`config.mk`:
```
export PLATFORM = sky130hd
export DESIGN_NAME = hermes_switch_control
export DESIGN_NICKNAME = d
export VERILOG_FILES = /design/src/rtl/hermes_pkg.sv /design/src/rtl/hermes_rr_arbiter.sv /design/src/rtl/hermes_switch_control.sv
export SDC_FILE = /design/constraint.sdc
export NUM_CORES = 1
export LEC_CHECK = 0
export CAP_MARGIN = 20
export CORE_ASPECT_RATIO = 0.7
export CORE_MARGIN = 3
export CORE_UTILIZATION = 39
export DETAILED_ROUTE_END_ITERATION = 10
export DONT_BUFFER_PORTS = 1
export PLACE_DENSITY = 0.52
export SKIP_LAST_GASP = 1
export SLEW_MARGIN = 20
export SYNTH_ARGS = -nofsm -noshare
export SYNTH_HDL_FRONTEND = slang
export SYNTH_SLANG_ARGS = --single-unit
```
`constraint.sdc`:
```
create_clock -name clock -period 4.72 [get_ports clock]
set_input_delay 0.472 -clock clock [delete_from_list [all_inputs] [get_ports clock]]
set_output_delay 0.472 -clock clock [all_outputs]
set_load 0.02 [all_outputs]
```
`src/rtl/hermes_pkg.sv`:
```
// Shared types for the Hermes switch control: port enum, header layout,
// FSM/tracker states and the XY routing function.
package hermes_pkg;

  localparam int NPORT = 5;

  typedef enum logic [2:0] {
    EAST  = 3'd0,
    WEST  = 3'd1,
    NORTH = 3'd2,
    SOUTH = 3'd3,
    LOCAL = 3'd4
  } e_port;

  localparam int HDR_X_MSB = 15;
  localparam int HDR_X_LSB = 8;
  localparam int HDR_Y_MSB = 7;
  localparam int HDR_Y_LSB = 0;

  typedef enum logic [1:0] {
    S_IDLE,
    S_ARB,
    S_ROUTE,
    S_ACK
  } fsm_state_t;

  typedef enum logic [1:0] {
    P_HDR,
    P_SIZE,
    P_PAY
  } trk_state_t;

  // X is resolved fully before Y, which keeps XY routing deadlock-free
  function automatic e_port xy_route(
    input logic [7:0] tx,
    input logic [7:0] ty,
    input logic [7:0] rx,
    input logic [7:0] ry
  );
    if (tx > rx) return EAST;
    if (tx < rx) return WEST;
    if (ty > ry) return NORTH;
    if (ty < ry) return SOUTH;
    return LOCAL;
  endfunction

endpackage

```
`src/rtl/hermes_rr_arbiter.sv`:
```
// Combinational round-robin pick: first requester strictly after ptr,
// scanning EAST..LOCAL cyclically.
module hermes_rr_arbiter
  import hermes_pkg::*;
(
  input  logic [NPORT-1:0] req,
  input  e_port            ptr,
  output logic [NPORT-1:0] grant,
  output e_port            idx
);

  logic       found;
  logic [2:0] j;

  always_comb begin
    grant = '0;
    idx   = EAST;
    found = 1'b0;
    j     = '0;
    for (int i = 1; i <= NPORT; i++) begin
      j = 3'((int'(ptr) + i) % NPORT);
      if (!found && req[j]) begin
        found    = 1'b1;
        grant[j] = 1'b1;
        idx      = e_port'(j);
      end
    end
  end

endmodule

```
`src/rtl/hermes_switch_control.sv`:
```
// Hermes router routing/arbitration control: RR header pick, XY route,
// output claim and per-input flit tracking. Optional SWITCH_CONTROL_STATS_EN.
module hermes_switch_control
  import hermes_pkg::*;
#(
  parameter int FLIT_WIDTH = 32,
  parameter int ROUTER_X   = 0,
  parameter int ROUTER_Y   = 0
) (
  input  logic                             clock,
  input  logic                             reset,
  input  logic [NPORT-1:0]                 req_i,
  input  logic [NPORT-1:0][FLIT_WIDTH-1:0] head_i,
  input  logic [NPORT-1:0]                 xfer_i,
  output logic [NPORT-1:0]                 ack_o,
  output logic [NPORT-1:0]                 in_busy_o,
  output logic [NPORT-1:0]                 out_busy_o,
  output logic [NPORT-1:0][2:0]            out_sel_o,
  output logic [NPORT-1:0][2:0]            in_sel_o,
  input  logic [2:0]                       stat_sel_i,
  output logic [31:0]                      stat_o
);

  fsm_state_t             state;
  e_port                  ptr;
  e_port                  cur;
  e_port                  dst;
  e_port                  gidx;
  logic [NPORT-1:0]       elig;
  logic [NPORT-1:0]       grant;
  logic [NPORT-1:0]       rel;
  logic                   claim;
  trk_state_t             trk [NPORT];
  logic [FLIT_WIDTH-1:0]  cnt [NPORT];

  assign elig = req_i & ~in_busy_o;

  hermes_rr_arbiter u_arb (
    .req   (elig),
    .ptr   (ptr),
    .grant (grant),
    .idx   (gidx)
  );

  assign dst = xy_route(
    head_i[cur][HDR_X_MSB:HDR_X_LSB],
    head_i[cur][HDR_Y_MSB:HDR_Y_LSB],
    8'(ROUTER_X),
    8'(ROUTER_Y)
  );

  assign claim = (state == S_ROUTE) && !out_busy_o[dst];

  // Last-flit detection; the release itself is applied on the next edge
  always_comb begin
    rel = '0;
    for (int p = 0; p < NPORT; p++) begin
      if (in_busy_o[p] && xfer_i[p]) begin
        rel[p] = (trk[p] == P_SIZE && head_i[p] == '0) ||
                 (trk[p] == P_PAY && cnt[p] == FLIT_WIDTH'(1));
      end
    end
  end

  always_ff @(posedge clock or negedge reset) begin
    if (!reset) begin
      state      <= S_IDLE;
      ptr        <= LOCAL;
      cur        <= EAST;
      ack_o      <= '0;
      in_busy_o  <= '0;
      out_busy_o <= '0;
      out_sel_o  <= '0;
      in_sel_o   <= '0;
    end else begin
      ack_o <= '0;
      for (int p = 0; p < NPORT; p++) begin
        if (rel[p]) begin
          in_busy_o[p]            <= 1'b0;
          out_busy_o[in_sel_o[p]] <= 1'b0;
        end
      end
      unique case (state)
        S_IDLE: begin
          if (|elig) state <= S_ARB;
        end
        S_ARB: begin
          if (|grant) begin
            cur   <= gidx;
            ptr   <= gidx;
            state <= S_ROUTE;
          end else begin
            state <= S_IDLE;
          end
        end
        S_ROUTE: begin
          state <= S_IDLE;
          if (claim) begin
            out_busy_o[dst] <= 1'b1;
            in_busy_o[cur]  <= 1'b1;
            out_sel_o[dst]  <= cur;
            in_sel_o[cur]   <= dst;
            ack_o[cur]      <= 1'b1;
            state           <= S_ACK;
          end
        end
        S_ACK: begin
          state <= S_IDLE;
        end
        default: state <= S_IDLE;
      endcase
    end
  end

  always_ff @(posedge clock or negedge reset) begin
    if (!reset) begin
      for (int p = 0; p < NPORT; p++) begin
        trk[p] <= P_HDR;
        cnt[p] <= '0;
      end
    end else begin
      for (int p = 0; p < NPORT; p++) begin
        if (in_busy_o[p] && xfer_i[p]) begin
          unique case (trk[p])
            P_HDR: trk[p] <= P_SIZE;
            P_SIZE: begin
              cnt[p] <= head_i[p];
              trk[p] <= rel[p] ? P_HDR : P_PAY;
            end
            P_PAY: begin
              cnt[p] <= cnt[p] - FLIT_WIDTH'(1);
              if (rel[p]) trk[p] <= P_HDR;
            end
            default: trk[p] <= P_HDR;
          endcase
        end
      end
    end
  end

`ifdef SWITCH_CONTROL_STATS_EN
  logic [31:0] pkt_cnt [NPORT];

  always_ff @(posedge clock or negedge reset) begin
    if (!reset) begin
      for (int p = 0; p < NPORT; p++) pkt_cnt[p] <= '0;
    end else if (claim) begin
      pkt_cnt[dst] <= pkt_cnt[dst] + 32'd1;
    end
  end

  always_comb begin
    stat_o = '0;
    for (int p = 0; p < NPORT; p++) begin
      if (stat_sel_i == 3'(p)) stat_o = pkt_cnt[p];
    end
  end
`else
  logic unused_stat_sel;
  assign unused_stat_sel = ^stat_sel_i;
  assign stat_o          = '0;
`endif

endmodule

```
==> flow_metrics.tcl, run 1 <==
set metrics [dict create \
    status "finished with violations" \
    violations "negative hold slack" \
    finalCritPeriodShare_pct 94.4 \
    cts_root_buf "clkbuf_16" \
    num_vias 13800 \
    critPathBufInv 2 \
    synth_seq_cells 208 \
    grt_max_degree 209 \
    r2r_end "ptr[0]" \
    final_area_um2 15900 \
    gp_congestion 0.846 \
    htree_levels 1 \
    io_pins 252 \
    worst_path_max_delay_cell "or4b_2" \
    drive_gt1_share_pct 7.81 \
    ant_nets 0 \
    placed_area_um2 14900 \
    pre_cts_ws_ns 0.0864 \
    netlist_instances 1851 \
    syn_avg_cell_area_um2 7.92 \
    clkSlewWorstSetupHoldPaths_ns 0.06 \
    synthFlopType "dfrtp_1" \
    synth_top_area_cell "dfrtp_1" \
    crit_family "simple AND/OR/NAND/NOR gates" \
    die_w_um 238 \
    cp.required_ns 5.13 \
    finalMaxSlewViolations 0 \
    max_freq_ghz 0.224 \
    worst_skew_pair.late_latency_ns 0.56 \
    yosys-top-cells-count "a21oi_1, dfrtp_1, nor2_1, nand2_1, o21ai_0" \
    cp-end-kind "flip-flop" \
    final_nets 2042 \
    die-height_um 168 \
    cp_max_fo 6 \
    synth_cell_types 82 \
    clk_path_buf_depth 3 \
    crit_path_cell_trace "inv_1 > ha_1 > ha_1 > nor4b_2 > nor3_2 > xnor2_1 > inv_1 > ha_1 > nor2b_1 > nor3_1 > a211oi_4 > xnor2_1 > mux4_2 > a2bb2oi_1 > or4b_2 > o221ai_1 > a32oi_1" \
    grt_pass1_wl_um 73000 \
    start_kind "flip-flop" \
    area_growth_pct 8.28 \
    finClkSkew_ns 0.0163 \
    viasPerCell 5.96 \
    rows 58 \
    worstHoldPathType "in -> async" \
    cpMostUsedCell "ha_1" \
    synth.top_cell.area_share_pct 35.4 \
    cts_num_sinks 208 \
    numPortBuffers 0 \
    die_area_um2 40000 \
    setup_tns_ns 0 \
    yosys_warnings 0 \
    p_per_area_nw_per_um2 727 \
    ys_seq_area_share_pct 35.5 \
    crit_arrival_ns 4.87 \
    final_hold_viol_count 208 \
    async_flop_share_pct 100 \
    grt_remaining_overflow 0 \
    peakVddDrop_mv 0.353 \
    floorplan.initialDensity_pct 40.1 \
    drt_pre_antenna_iters 7 \
    timing.rr.start "ptr[1]" \
    core_um2 36500 \
    antenna_found_initial 1 \
    dp_hpwl_um 33600 \
    drtIter0Drc 1100 \
    syn-cell-area_um2 14700 \
    grt_use_total_pct 22.5 \
    p_leak_uw 0.00601 \
    synth_edf_count 0 \
    fin_ws_ns 0.262 \
    relSlewSlack_pct 34.1 \
    max_stage_delay_ns 0.61 \
    cts_tree "done" \
    worst_slew_pin_slew_ns 0.980 \
    ff2ff_path_depth 17 \
    synth.most_common_cell "a21oi_1" \
    grt_pass1_vias 12700 \
    worst-setup-path-type "reg -> reg" \
    finalSetupViolCount 0 \
    drc_errors 0 \
    post_drt_wl_per_cell_um 20.1 \
    cts_buffers 26 \
    timing.hold.ws_ns -0.384 \
    finalCriticalPeriod_ns 4.46 \
    rrSetupSlack_ns 0.26 \
    netlist_top_cells_area "dfrtp_1, a21oi_1, ha_1, nor2_1, nand2_1" \
    wirelength_um 46600 \
    drv_cap 0 \
    final_util_pct 43.5 \
]
[state kept, by name, indices dropped and copies added, names as in the netlist]
| signal | count |
|---|---|
| cnt | 160 |
| in_sel_o | 10 |
| trk | 10 |
| out_sel_o | 9 |
| ack_o | 5 |
| in_busy_o | 5 |
| out_busy_o | 3 |
| ptr | 3 |
| state | 2 |
| cur | 1 |
[worst reg2reg max path, stage by stage (launching register included)]
cell and delay [ns]:
dfrtp_1 0.46, inv_1 0.10, ha_1 0.34, ha_1 0.27, nor4b_2 0.35, nor3_2 0.13
xnor2_1 0.25, inv_1 0.12, ha_1 0.22, nor2b_1 0.14, nor3_1 0.31, a211oi_4 0.13
xnor2_1 0.30, mux4_2 0.29, a2bb2oi_1 0.07, or4b_2 0.61, o221ai_1 0.09, a32oi_1 0.14
[worst max-delay path by stage]
stage,slack (ns),cells after the start,startpoint,endpoint
final,0.26,17,ptr[1],ptr[0]
after detailed placement,0.09,18,ptr[1],cur[2]
after global placement,0.20,18,ptr[1],cur[2]
after global routing,-0.06,19,ptr[1],cur[2]
after floorplan,0.12,20,ptr[0],ptr[1]
after CTS,0.04,18,ptr[1],cur[2]
[through the flow]
stage          total power [uW]  std cells  hold slack (ns)
6_report                  11500       2312           -0.384
5_1_grt                   12600       2312           -0.411
4_1_cts                   11400       2310           -0.415
3_5_place_dp               9260       2265            0.183
3_3_place_gp               9130       2264            0.181
2_1_floorplan              7880       1895            0.176
[cell type report]
type	instances	area [um^2]
sequential	208	5210
inverter	73	274
clock inverter	10	115
tap	480	601
fill	3694	20600
clock buffer	35	744
multi-input combinational	1471	8660
antenna	1	2.50
timing repair buffer	34	259
[power by group]
| group | leakage, uW | internal (uW) | switching [uW] |
|---|---|---|---|
| Clock | 0.000430 | 1210 | 837 |
| Sequential | 0.00244 | 2640 | 1160 |
| Combinational | 0.00314 | 2270 | 3420 |
[placed cells by master (no fill, tap or decap), types with 12 or more instances in the layout]
cell type  Yosys  final
o22a_1        25     25
nor2_1       171    171
and3_1        15     15
o21ai_0      123    122
or3_1         27     27
a31oi_1       23     23
nand3_1       70     69
ha_1          53     48
nand2_1      167    167
conb_1         1     45
o31ai_1       13     13
mux2i_1       15     14
inv_1         70     70
nor2b_1       15     15
a21oi_1      241    241
or2_2         12     12
nor3_1        74     72
nand2b_1      25     25
o21a_1        13     13
o22ai_1       65     65
nand4_1       19     19
nor4_1        67     67
clkbuf_16      0     26
dfrtp_1      207    207
buf_4         47     33
mux2_2        18     18
or4_1         17     17
[routing by layer]
layer | vias to the layer above | wire, um | GRT usage [%]
met4 | 0 | 1290 | 6.18
met5 | - | 0 | 0
li1 | 6686 | - | -
met1 | 6680 | 22200 | 33.4
met2 | 357 | 20100 | 32.9
met3 | 63 | 2960 | 4.75
[logic make-up after synthesis]
| family | count (synthesis) | synth area share (%) |
|---|---|---|
| compound gates | 604 | 24.8 |
| mux | 36 | 2.87 |
| flops | 208 | 35.5 |
| fa+ha+maj | 53 | 4.53 |
| other cells | 1 | 0.0256 |
| xor+xnor | 11 | 0.658 |
| buf+inv | 216 | 6.99 |
| simple gates | 722 | 24.6 |
[timing repair]
| action | in CTS | in global routing |
|---|---|---|
| setup endpoints to repair | 0 | 5 |
| resized for setup | 0 | 11 |
| buffers inserted | 0 | 1 |
| hold endpoints to repair | 208 | 208 |
No activity file was read; power rests on OpenSTA's default activity.
==> run 2, diff against run 1 <==
--- a/config.mk
+++ b/config.mk
@@ -11,9 +11,10 @@
 export CORE_UTILIZATION = 39
 export DETAILED_ROUTE_END_ITERATION = 10
 export DONT_BUFFER_PORTS = 1
+export GPL_TIMING_DRIVEN = 0
 export PLACE_DENSITY = 0.52
 export SKIP_LAST_GASP = 1
-export SLEW_MARGIN = 20
+export SLEW_MARGIN = 40
 export SYNTH_ARGS = -nofsm -noshare
 export SYNTH_HDL_FRONTEND = slang
 export SYNTH_SLANG_ARGS = --single-unit
==> flow_metrics.tcl, run 2 (synthesized netlist as in run 1, its figures left out) <==
set metrics [dict create \
    status "finished with violations" \
    violations "negative hold slack" \
    drive_gt1_share_pct 10.0 \
    core_um2 36500 \
    fin_ws_ns 0.185 \
    finalCriticalPeriod_ns 4.54 \
    p_per_area_nw_per_um2 756 \
    grt_pass1_vias 14000 \
    die_w_um 238 \
    cts_root_buf "clkbuf_16" \
    crit_arrival_ns 4.95 \
    timing.hold.ws_ns -0.378 \
    worst_skew_pair.late_latency_ns 0.56 \
    drc_errors 0 \
    numPortBuffers 0 \
    grt_remaining_overflow 0 \
    worstHoldPathType "in -> async" \
    gp_congestion 0.925 \
    clkSlewWorstSetupHoldPaths_ns 0.06 \
    worst_slew_pin_slew_ns 0.788 \
    cp.required_ns 5.14 \
    num_vias 15000 \
    largest_register_ffs 160 \
    drtIter0Drc 1498 \
    die_area_um2 40000 \
    cts_num_sinks 208 \
    wirelength_um 54000 \
    finClkSkew_ns 0.0112 \
    ant_nets 0 \
    layout_commonest_cell "a21oi_1" \
    htree_levels 1 \
    finalSetupViolCount 0 \
    final_hold_viol_count 208 \
    finalCritPeriodShare_pct 96.1 \
    placed_area_um2 15400 \
    peakVddDrop_mv 0.307 \
    start_kind "flip-flop" \
    cts_tree "done" \
    worst-setup-path-type "reg -> reg" \
    viasPerCell 6.15 \
    relSlewSlack_pct 47.0 \
    area_growth_pct 14.2 \
    floorplan.initialDensity_pct 40.1 \
    rows 58 \
    die-height_um 168 \
    power.total_uw 12700 \
    clk_path_buf_depth 3 \
    regMostFlops "cnt" \
    mostFrequentLayoutCells "a21oi_1, dfrtp_1, nor2_1, nand2_1, o21ai_0" \
    drv_cap 0 \
    antenna_found_initial 1 \
    p_leak_uw 0.00638 \
    top_regs "cnt (160), in_sel_o (10), trk (10)" \
    max_freq_ghz 0.221 \
    cp-end-kind "flip-flop" \
    final_nets 2160 \
    cp_max_fo 9 \
    drt_pre_antenna_iters 5 \
    pre_cts_ws_ns -1.23 \
    cts_buffers 25 \
    dp_hpwl_um 39900 \
    grt_max_degree 209 \
    post_drt_wl_per_cell_um 22.2 \
    final_area_um2 16700 \
    grt_use_total_pct 26.0 \
    grt_pass1_wl_um 82700 \
    finalMaxSlewViolations 0 \
    io_pins 252 \
]
-- run 2: what timing repair did --
item | 4_1_cts | 5_1_grt
pin swaps | 6 | 6
endpoints found under the setup margin | 5 | 5
setup buffers | 5 | 6
hold endpoints to repair | 208 | 208
gates resized for setup | 17 | 27
-- run 2: report_power, final --
group	total (uW)	internal (uW)	switching (uW)	leakage, uW
clock network	2350	1500	851	0.000482
logic	6480	2510	3970	0.00346
registers	3820	2650	1180	0.00244
-- run 2: layout make-up --
cell class                 count  area (um^2)
fill                        3705        19800
tap                          480          601
buffer                       142          766
antenna                        1         2.50
clock inverter                16          313
sequential                   208         5210
timing repair buffer          11         82.6
multi-input combinational   1471         8810
clock buffer                  30          664
inverter                      73          287
-- run 2: metal layers --
layer,GRT usage (%),share of wire (%),up-vias
li1,-,-,6913
met4,7.51,2.9,0
met5,0.364,0,-
met2,37.5,42,660
met3,6.62,9.3,84
met1,38.3,46,7298
-- run 2: worst paths after layout --
path	from	end	slack, ns	depth (start not counted)
max	ptr[0]	ptr[0]	0.18	18
min	reset	cnt[0]	-0.38	0
max reg2reg	ptr[0]	ptr[0]	0.18	18
min reg2reg	state[1]	state[0]	0.50	1
max in group asynchronous	reset	cnt[52]	4.60	0
min in group clock	head_i[32]	cnt[96]	0.05	2
-- run 2: stage by stage --
stage | utilization, % | instances | TNS [ns]
after floorplan | - | 1895 | 0
after global placement | 42.3 | 2375 | -5.66
after detailed placement | 42.3 | 2375 | -5.90
after CTS | 45.3 | 2425 | 0
after global routing | 45.8 | 2432 | -0.0150
final | 45.8 | 2432 | 0
-- run 2: worst max-delay path: stages (launching register included) --
cell	delay [ns]
dfrtp_2	0.43
buf_4	0.20
ha_2	0.27
xor2_4	0.20
ha_2	0.24
nor4b_4	0.37
nor3_4	0.11
xnor2_2	0.17
inv_1	0.11
ha_1	0.19
nor2b_1	0.20
nor2_1	0.10
a211oi_4	0.38
mux2i_2	0.29
mux4_2	0.25
a2bb2oi_2	0.07
or4b_2	0.61
o221ai_1	0.09
a32oi_1	0.12
==> run 3, diff against run 2 <==
--- a/config.mk
+++ b/config.mk
@@ -9,10 +9,12 @@
 export CORE_ASPECT_RATIO = 0.7
 export CORE_MARGIN = 3
 export CORE_UTILIZATION = 39
+export CTS_BUF_LIST = sky130_fd_sc_hd__clkbuf_8 sky130_fd_sc_hd__clkbuf_16
 export DETAILED_ROUTE_END_ITERATION = 10
 export DONT_BUFFER_PORTS = 1
 export GPL_TIMING_DRIVEN = 0
 export PLACE_DENSITY = 0.52
+export RECOVER_POWER = 50
 export SKIP_LAST_GASP = 1
 export SLEW_MARGIN = 40
 export SYNTH_ARGS = -nofsm -noshare
==> flow_metrics.tcl, run 3 (synthesized netlist as in run 1, its figures left out) <==
set metrics [dict create \
    die_area_um2 40000 \
    finalCritPeriodShare_pct 96.1 \
    finalMaxSlewViolations 0 \
    clkSlewWorstSetupHoldPaths_ns 0.06 \
    cp.required_ns 5.14 \
    drv_cap 0 \
    drtIter0Drc 1493 \
    wirelength_um 54000 \
    dpl.cell_count 2375 \
    io_pins 252 \
    core_um2 36500 \
    layout_commonest_cell "a21oi_1" \
    worst_slew_pin_slew_ns 0.778 \
    worstHoldPathType "in -> async" \
    cp_max_fo 9 \
    antenna_found_initial 1 \
    start_kind "flip-flop" \
    drt_pre_antenna_iters 6 \
    timing.hold.ws_ns -0.379 \
    cts_tree "done" \
    worst_skew_pair.late_latency_ns 0.56 \
    clk_path_buf_depth 3 \
    finalCriticalPeriod_ns 4.54 \
    cts_buffers 25 \
    numPortBuffers 0 \
    grt_remaining_overflow 0 \
    grt_pass1_vias 14000 \
    dp_hpwl_um 39900 \
    top_regs "cnt (160), in_sel_o (10), trk (10)" \
    final_hold_viol_count 208 \
    viasPerCell 6.15 \
    crit_arrival_ns 4.95 \
    grt_pass1_wl_um 82700 \
    final_nets 2160 \
    die_w_um 238 \
    grt_max_degree 209 \
    regMostFlops "cnt" \
    stdcell_count 2432 \
    cts_num_sinks 208 \
    rows 58 \
    worst-setup-path-type "reg -> reg" \
    final_area_um2 16700 \
    relSlewSlack_pct 47.7 \
    p_per_area_nw_per_um2 756 \
    peakVddDrop_mv 0.306 \
    largest_register_ffs 160 \
    nFillCells 3705 \
    area_growth_pct 14.2 \
    htree_levels 1 \
    post_drt_wl_per_cell_um 22.2 \
    status "finished with violations" \
    finalSetupViolCount 0 \
    die-height_um 168 \
    cts_root_buf "clkbuf_16" \
    max_freq_ghz 0.221 \
    finClkSkew_ns 0.0119 \
    gp_congestion 0.925 \
    drc_errors 0 \
    violations "negative hold slack" \
    grt_use_total_pct 26.0 \
    floorplan.initialDensity_pct 40.1 \
    ff2ff_path_depth 18 \
    cp-end-kind "flip-flop" \
    setup_tns_ns 0 \
    num_vias 15000 \
    placed_area_um2 15400 \
    mostFrequentLayoutCells "a21oi_1, dfrtp_1, nor2_1, nand2_1, o21ai_0" \
    drive_gt1_share_pct 10.0 \
    p_leak_uw 0.00639 \
    ant_nets 0 \
]
## run 3: cell count changes in the layout (fill, tap and decap cells not counted)
cell      change
clkbuf_1      -3
inv_1         +3
## run 3: stage by stage
| step | hold WS, ns | util, % | setup WS, ns | power, uW |
|---|---|---|---|---|
| floorplan | 0.176 | - | 0.122 | 7880 |
| global placement | 0.184 | 42.3 | -1.19 | 9560 |
| detailed placement | 0.185 | 42.3 | -1.23 | 9650 |
| CTS | -0.408 | 45.3 | 0.000321 | 12200 |
| global route | -0.405 | 45.8 | -0.0139 | 13500 |
| finish | -0.379 | 45.8 | 0.185 | 12600 |
## run 3: power breakdown
part           internal (uW)  leakage (uW)  switching, uW  total, uW
registers               2650       0.00244           1180       3820
clock network           1490      0.000494            850       2340
logic                   2510       0.00346           3970       6480
## run 3: final timing paths
path / startpoint / endpoint / slack [ns]
max in group asynchronous: reset / cnt[52] / 4.60
worst max-delay path: ptr[0] / ptr[0] / 0.18
worst min-delay path: reset / cnt[0] / -0.38
worst min register to register: state[1] / state[0] / 0.50
worst max register to register: ptr[0] / ptr[0] / 0.18
min in group clock: head_i[32] / cnt[96] / 0.06
## run 3: layer usage
layer	global-route usage [%]	vias up	part of all wire, %
li1	-	6913	-
met1	38.3	7304	46
met2	37.5	656	42
met3	6.62	94	9.1
met4	7.51	0	3.0
met5	0.364	-	0
## run 3: area by class of cell
type	count	area (um^2)	area share, %
Buffer	142	766	4.58
Antenna cell	1	2.50	0.0150
Sequential cell	208	5210	31.1
Timing Repair Buffer	11	82.6	0.494
Multi-Input combinational cell	1471	8810	52.6
Inverter	73	287	1.71
Clock inverter	19	324	1.94
Clock buffer	27	653	3.90
Tap cell	480	601	3.59
## run 3: critical path: stages (launching register included)
cell and delay [ns]:
dfrtp_2 0.43, buf_4 0.20, ha_2 0.27, xor2_4 0.20, ha_2 0.24, nor4b_4 0.37
nor3_4 0.11, xnor2_2 0.17, inv_1 0.11, ha_1 0.19, nor2b_1 0.20, nor2_1 0.10
a211oi_4 0.38, mux2i_2 0.29, mux4_2 0.25, a2bb2oi_2 0.07, or4b_2 0.61, o221ai_1 0.09
a32oi_1 0.12
## run 3: what timing repair did
| action | CTS | global route |
|---|---|---|
| gates resized for setup | 17 | 27 |
| hold endpoints to repair | 208 | 208 |
| pin swaps | 6 | 6 |
| buffers inserted | 5 | 6 |
| setup endpoints to repair | 5 | 5 |
